### src/rtl/mota_pipe_if.sv
// Handshake and data bundle for mota_pipe: operand-set input channel,
// result output channel and the delivered-result counter.
interface mota_pipe_if #(
    parameter int N = 20,
    parameter int M = 8
);
    localparam int L = $clog2(M);
    localparam int W = N + L;

    // valid/ready: a transfer happens on a rising clk edge where valid && ready;
    // the sender holds its payload stable while valid && !ready.
    logic           in_valid;
    logic           in_ready;
    logic [M*N-1:0] ops;
    logic           sign_en;
    logic           out_valid;
    logic           out_ready;
    logic [W-1:0]   sum;
    logic [15:0]    beat_cnt;

    modport master (
        output in_valid, ops, sign_en, out_ready,
        input  in_ready, out_valid, sum, beat_cnt
    );

    modport slave (
        input  in_valid, ops, sign_en, out_ready,
        output in_ready, out_valid, sum, beat_cnt
    );
endinterface

### src/rtl/mota_pipe.sv
// Pipelined binary adder tree summing M operands of N bits, signed or unsigned
// per beat, one register stage per tree level, with elastic stall handling.
module mota_pipe #(
    parameter int N = 20,
    parameter int M = 8
) (
    input  logic        clk,
    input  logic        rst_n,
    mota_pipe_if.slave  bus
);
    localparam int L = $clog2(M);
    localparam int W = N + L;

    logic         adv;
    logic [L:1]   vld_r;
    logic [L:0]   vld_at;
    logic [L-1:0] sgn_at;
    logic [15:0]  cnt_r;

    // The whole pipe moves together; it only freezes when the output is held.
    assign adv    = !vld_r[L] || bus.out_ready;
    assign vld_at = {vld_r, bus.in_valid};

    always_ff @(posedge clk or negedge rst_n) begin
        if (!rst_n) begin
            vld_r <= '0;
        end else if (adv) begin
            vld_r <= vld_at[L-1:0];
        end
    end

    // sgn_at[j-1] is the sign mode seen by the level-j adders; the last
    // stage needs no copy of it, so only L-1 sign registers exist.
    if (L > 1) begin : g_sgn
        logic [L-1:1] sgn_r;

        assign sgn_at = {sgn_r, bus.sign_en};

        always_ff @(posedge clk or negedge rst_n) begin
            if (!rst_n) begin
                sgn_r <= '0;
            end else if (adv) begin
                sgn_r <= sgn_at[L-2:0];
            end
        end
    end else begin : g_nosgn
        assign sgn_at = bus.sign_en;
    end

    for (genvar j = 1; j <= L; j++) begin : lvl
        localparam int CNT = M >> j;
        localparam int WI  = N + j - 1;
        localparam int WO  = N + j;

        logic [2*CNT*WI-1:0] src;
        logic [CNT*WO-1:0]   nxt;
        logic [CNT*WO-1:0]   data;

        if (j == 1) begin : g_first
            assign src = bus.ops;
        end else begin : g_next
            assign src = lvl[j-1].data;
        end

        for (genvar k = 0; k < CNT; k++) begin : add
            logic [WI-1:0] a;
            logic [WI-1:0] b;

            assign a = src[2*k*WI +: WI];
            assign b = src[(2*k+1)*WI +: WI];
            // One extra bit per level, filled with the sign bit only in signed mode.
            assign nxt[k*WO +: WO] = {sgn_at[j-1] & a[WI-1], a}
                                   + {sgn_at[j-1] & b[WI-1], b};
        end

        always_ff @(posedge clk or negedge rst_n) begin
            if (!rst_n) begin
                data <= '0;
            end else if (adv) begin
                data <= nxt;
            end
        end
    end

    always_ff @(posedge clk or negedge rst_n) begin
        if (!rst_n) begin
            cnt_r <= '0;
        end else if (vld_r[L] && bus.out_ready) begin
            cnt_r <= cnt_r + 16'd1;
        end
    end

    assign bus.in_ready  = adv;
    assign bus.out_valid = vld_r[L];
    assign bus.sum       = lvl[L].data;
    assign bus.beat_cnt  = cnt_r;
endmodule

### src/flat_wrapper.sv
// flat-port wrapper written by rule: the top's interface ports become plain ports
module mota_pipe_flat 
#(
    parameter int N = 20,
    parameter int M = 8
)
  (clk, rst_n, bus_in_valid, bus_ops, bus_sign_en, bus_out_ready, bus_in_ready, bus_out_valid, bus_sum, bus_beat_cnt);
  mota_pipe_if #(.N(N), .M(M)) bus_i ();
  input  logic clk;
  input  logic rst_n;
  input wire logic [$bits(bus_i.in_valid)-1:0] bus_in_valid;
  input wire logic [$bits(bus_i.ops)-1:0] bus_ops;
  input wire logic [$bits(bus_i.sign_en)-1:0] bus_sign_en;
  input wire logic [$bits(bus_i.out_ready)-1:0] bus_out_ready;
  output wire logic [$bits(bus_i.in_ready)-1:0] bus_in_ready;
  output wire logic [$bits(bus_i.out_valid)-1:0] bus_out_valid;
  output wire logic [$bits(bus_i.sum)-1:0] bus_sum;
  output wire logic [$bits(bus_i.beat_cnt)-1:0] bus_beat_cnt;
  assign bus_i.in_valid = bus_in_valid;
  assign bus_i.ops = bus_ops;
  assign bus_i.sign_en = bus_sign_en;
  assign bus_i.out_ready = bus_out_ready;
  assign bus_in_ready = bus_i.in_ready;
  assign bus_out_valid = bus_i.out_valid;
  assign bus_sum = bus_i.sum;
  assign bus_beat_cnt = bus_i.beat_cnt;
  mota_pipe #(.N(N), .M(M)) u_core (.clk(clk), .rst_n(rst_n), .bus(bus_i));
endmodule
### config.mk
export PLATFORM = sky130hd
export DESIGN_NAME = mota_pipe_flat
export DESIGN_NICKNAME = d
export VERILOG_FILES = /design/src/rtl/mota_pipe_if.sv /design/src/rtl/mota_pipe.sv /design/src/flat_wrapper.sv
export SDC_FILE = /design/constraint.sdc
export NUM_CORES = 1
export LEC_CHECK = 0
export BUFFER_PORTS_ARGS = -buffer_cell sky130_fd_sc_hd__buf_2
export CORE_ASPECT_RATIO = 0.5
export CORE_MARGIN = 2
export CORE_UTILIZATION = 40
export CTS_CLUSTER_SIZE = 16
export DETAILED_ROUTE_END_ITERATION = 10
export GPL_ROUTABILITY_DRIVEN = 0
export HOLD_SLACK_MARGIN = 0.03
export PLACE_DENSITY = 0.59
export SLEW_MARGIN = 20
export SYNTH_ARGS = -nofsm -noshare
export SYNTH_HDL_FRONTEND = slang
export SYNTH_SLANG_ARGS = --single-unit
### constraint.sdc
create_clock -name clk -period 3.1 [get_ports clk]
set_input_delay 0.465 -clock clk [delete_from_list [all_inputs] [get_ports clk]]
set_output_delay 0.465 -clock clk [all_outputs]
set_load 0.1 [all_outputs]
Yosys cells after proc, flatten, opt, wreduce, memory -nomap -nowiden
Cells that the tools add are included.

storage, ports and cells
  input bits = 165
  output and inout bits = 41
  logic and storage cells = 31
  bits in registers = 172

operators by class
  reductions and logical operators = 3
  bitwise logic cells = 14
  add/subtract/negate cells = 8

operators by type and width
  cell                                                             number
  21-bit adder                                                     4
  22-bit adder                                                     2
  23-bit adder                                                     1
  16-bit by 1-bit adder with 16-bit output, second input constant  1
  1-bit AND                                                        14
  1-bit logical AND                                                1
  1-bit logical NOT                                                1
  1-bit logical OR                                                 1

Depth between registers and ports, before layout
  depth in word-level cells = 2
  mapped depth = 11
  gate-level depth less buffers = 11

Least setup slack after synthesis
Ideal clock, no wire load.

  path type = register -> output
  from = reg u_core.vld_r[3] (netlist name)
  to = out bus_in_ready
  path buffers = 3
  required time = 2.635 ns
  stages on the path, launching flop included = 6
  setup slack = 0.027 ns
  arrival = 2.608 ns
  path through = dfrtp_1 > nor2b_1 > clkbuf_1 > clkinv_1 > clkbuf_1 > clkbuf_1

between the ends
  longest elaborated chain between the ends = 2

ends and longest elaborated chain
  what                    RTL line            RTL
  start, declared         mota_pipe.sv:15     logic [L:1] vld_r;
  start signal, assigned  mota_pipe.sv:28     vld_r <= vld_at[L-1:0];
  1-bit logical NOT       mota_pipe.sv:21     assign adv = !vld_r[L] || bus.out_ready;
  1-bit logical OR        mota_pipe.sv:21
  end, declared           flat_wrapper.sv:15  output wire logic [$bits(bus_i.in_ready)-1:0] bus_in_ready;

Every way passes these cells.

Final worst setup path
  from = reg u_core.lvl[1].data[49]
  to = reg u_core.lvl[2].data[42]

between the ends
  longest elaborated chain between the ends = 1

ends and longest elaborated chain
  what                    RTL line         RTL
  start, declared         mota_pipe.sv:57  logic [CNT*WO-1:0] data;
  start signal, assigned  mota_pipe.sv:80  data <= nxt;
  22-bit adder            mota_pipe.sv:73  + {sgn_at[j-1] & b[WI-1], b};
  end signal, assigned    mota_pipe.sv:80
  end, declared           mota_pipe.sv:57

Every way passes these cells.
A chain may end at the register's enable or synchronous reset.

==> out/results.tsv <==
stage	metric	value	unit
global_route	antenna violations before repair	1	
clocking	largest buffer count on any clock path	2	
synthesis	Async SR Flop Fraction	100	%
power	maximum VDD drop	0.000824	V
sta	Slew Viols, Final	0	
global_route	GR Layer Usage met1	29.9	%
route	post-DR wirelength/cell	15.6	um
worst_setup_path	worst path required time	3420	ps
worst_setup_path	R2R setup slack	270	ps
sta	Rel. slew slack	55.4	%
sta	WHS	219	ps
clocking	CTS tree	done	
worst_setup_path	CP most frequent cell	o21ai_0	
sta	fin crit share	91.3	%
final_layout	Post-Layout Cell Count	2148	
worst_setup_path	Crit Path Max Fanout	6	
route	antenna viol nets, final	0	
synthesis	post-synthesis cell type count	69	
sta	final hold vios	0	
synthesis	Mapped Nets	1822	
die	Die Height	131	um
worst_setup_path	Worst path max stage delay	560	ps
synthesis	synthesized flop and latch total	172	
power	LEAKAGE	7.11	nW
min_path	WHS Endpoint	u_core.vld_r[1]	
worst_setup_path	crit path cell chain	ha_1 -> a211o_1 -> or3_1 -> o21ai_0 -> o21ai_1 -> a2111oi_1 -> xor2_1 -> o21ai_0	
synthesis	Post-Synthesis Cells	1505	
synthesis	YS warnings	0	
route	Detailed Route Iter0 Violations	825	
synthesis	dominant cell type by area after synthesis	dfrtp_1	
die	core footprint	31700	um2
synthesis	dominant synthesized flop cell	dfrtp_1	
worst_setup_path	CP arrival	3150	ps
clocking	CTS Buf Count	17	
place	placed cells	2115	
final_layout	commonest cells after routing, fill and taps aside	buf_2, nand2_1, a21oi_1	
global_route	first-pass GRT wire length	54000	um
synthesis	sequential cell area fraction in the yosys report	33.3	%
synthesis	EDFF count, synth	0	
synthesis	top cells by area, synth	dfrtp_1, ha_1, a21oi_1	
min_path	worst min path class	in2reg	
sta	Max Clock Skew	14.2	ps
place	Port Buffers	205	
worst_setup_path	endpoint class of the critical path	flip-flop	
worst_setup_path	RR Startpoint	u_core.lvl[1].data[49]	
die	IO Count	206	
final_layout	Fillers	3132	
clocking	Sink Count	172	
clocking	H-tree depth	4	
sta	setup violators final	0	
die	DIE AREA	33800	um2
power	pwr/cell area	1030	nW/um2
final_layout	# diodes	0	
place	dpl hpwl	26400	um
route	total wire length	33500	um
min_path	hold path startpoint	bus_in_valid	
route	first drt pass iteration count	6	
clocking	clk root buf	clkbuf_16	
worst_setup_path	Critical Path Start Type	flip-flop	
global_route	total global routing overflow	0	
route	Vias/cell	5.30	
clocking	Reg clk slew, reported paths	70	ps
min_path	hold path depth	3	
route	DRC viols	0	
clocking	Worst-Skew Late Latency	450	ps
synthesis	area of the mapped netlist	12900	um2
run	Max-Cap Viols	0	
sta	RSZ-0062 raised after global routing	false	
final_layout	layout cell share with drive strength beyond 1	16.1	%
die	Die X	258	um
global_route	Most Crowded Layer GR	met2	
global_route	pin count of the biggest net entering global routing	104	
synthesis	Synth top area share	33.3	%
global_route	vias in the first global route	10400	
outcome	outcome	finished, final reports clean	
worst_setup_path	CP Class	reg2reg	
global_route	met3 Usage GRT	3.94	%
sta	min cycle time layout	2830	ps
final_layout	most common cell after layout, fill and taps aside	buf_2	
worst_setup_path	CP max stage cell	a2111oi_1	
global_route	GR Util met2	30.0	%
sta	Worst-Margin Slew	669	ps
global_route	Tot GR Track Use	20.0	%
worst_setup_path	R2R cell count	8	
synthesis	syn avg cell area	8.58	um2
die	Site Rows	46	
worst_setup_path	reg-to-reg critical path endpoint	u_core.lvl[2].data[42]	
power	Total Power	15.6	mW
route	routed via count	11400	
clocking	setup bufs post-CTS	0	
final_layout	Syn-to-layout area delta	17.2	%
die	Initial Util	40.7	%
final_layout	NumNets Final	2020	
sta	fmax	0.353	GHz
## timing repair
item / in CTS / in global routing
gates resized for setup: 0 / 0
hold buffers: 1 / 0
hold endpoints to repair: 51 / 0
## worst max path at each step
stage	from	to	slack [ps]	depth (start not counted)
finish	u_core.lvl[1].data[49]	u_core.lvl[2].data[42]	270	8
global route	u_core.lvl[1].data[63]	u_core.lvl[2].data[40]	100	11
CTS	u_core.lvl[1].data[49]	u_core.lvl[2].data[42]	290	8
detailed placement	bus_ops[40]	u_core.lvl[1].data[39]	-40	12
global placement	bus_ops[40]	u_core.lvl[1].data[39]	-20	12
floorplan	u_core.vld_r[3]	bus_in_ready	30	5
## per-stage QoR
stage	area [um2]	setup slack, ps	setup TNS [ps]	util (%)
final	15100	268	0	47.7
after global routing	15100	99.6	0	47.7
after global placement	14500	-20.4	-20.4	45.8
after floorplan	12900	27.3	0	-
after CTS	15100	294	0	47.7
after detailed placement	14500	-42.8	-42.8	45.8
## per-layer routing
| layer | vias to the layer above | wire, um |
|---|---|---|
| met2 | 183 | 14400 |
| met3 | 22 | 1350 |
| li1 | 5815 | - |
| met5 | - | 0 |
| met4 | 0 | 281 |
| met1 | 5357 | 17400 |
## state kept, by name, indices dropped and copies added, names as in the netlist
register and flops:
u_core.vld_r 3, u_core.bus.beat_cnt 16, u_core.bus.sum 23, u_core.g_sgn.sgn_r 2, u_core.lvl.data 128
## cell type report
class	count	area, um2	area share (%)
multi-input combinational	1245	8290	54.8
sequential	172	4300	28.4
timing repair buffer	227	1240	8.18
tap	432	541	3.57
clock buffer	17	425	2.81
clock inverter	15	185	1.22
inverter	40	153	1.01
## where the power goes
part | internal (mW) | switching, mW
logic | 3.44 | 5.94
clock network | 1.28 | 0.980
registers | 3.19 | 0.756
total | 7.91 | 7.67
## Yosys cell counts (all sizes together) (17+ instances only)
| master | instances |
|---|---|
| a21o | 58 |
| nor2 | 125 |
| xor2 | 70 |
| xnor2 | 68 |
| inv | 39 |
| ha | 145 |
| clkbuf | 47 |
| a211oi | 17 |
| dfrtp | 172 |
| nand4 | 21 |
| nand2 | 191 |
| nor3 | 23 |
| a31oi | 17 |
| o21ai | 123 |
| nand3 | 27 |
| a21oi | 182 |
## worst max-delay path, delay by kind of cell, from the launching register on
family | cells | cell delay (ps)
AOI/OAI and AO/OA | 5 | 1360
DFF | 1 | 430
adders and majority gates | 1 | 400
and+or+nand+nor | 1 | 320
xor gates and xnor gates | 1 | 190
## cell families (layout without fill, tap and decap cells)
| family | count (synthesis) | count (layout) | synth area share [%] |
|---|---|---|---|
| AND/OR/NAND/NOR | 456 | 456 | 15.8 |
| multiplexers | 4 | 4 | 0.320 |
| AO/OA/AOI/OAI | 495 | 495 | 23.5 |
| flip-flops | 172 | 172 | 33.3 |
| buffers and inverters | 88 | 299 | 2.56 |
| adder cells (fa/ha/maj) | 152 | 152 | 15.1 |
| XOR/XNOR | 138 | 138 | 9.36 |
Note: power is estimated with default switching activity, not from simulation.
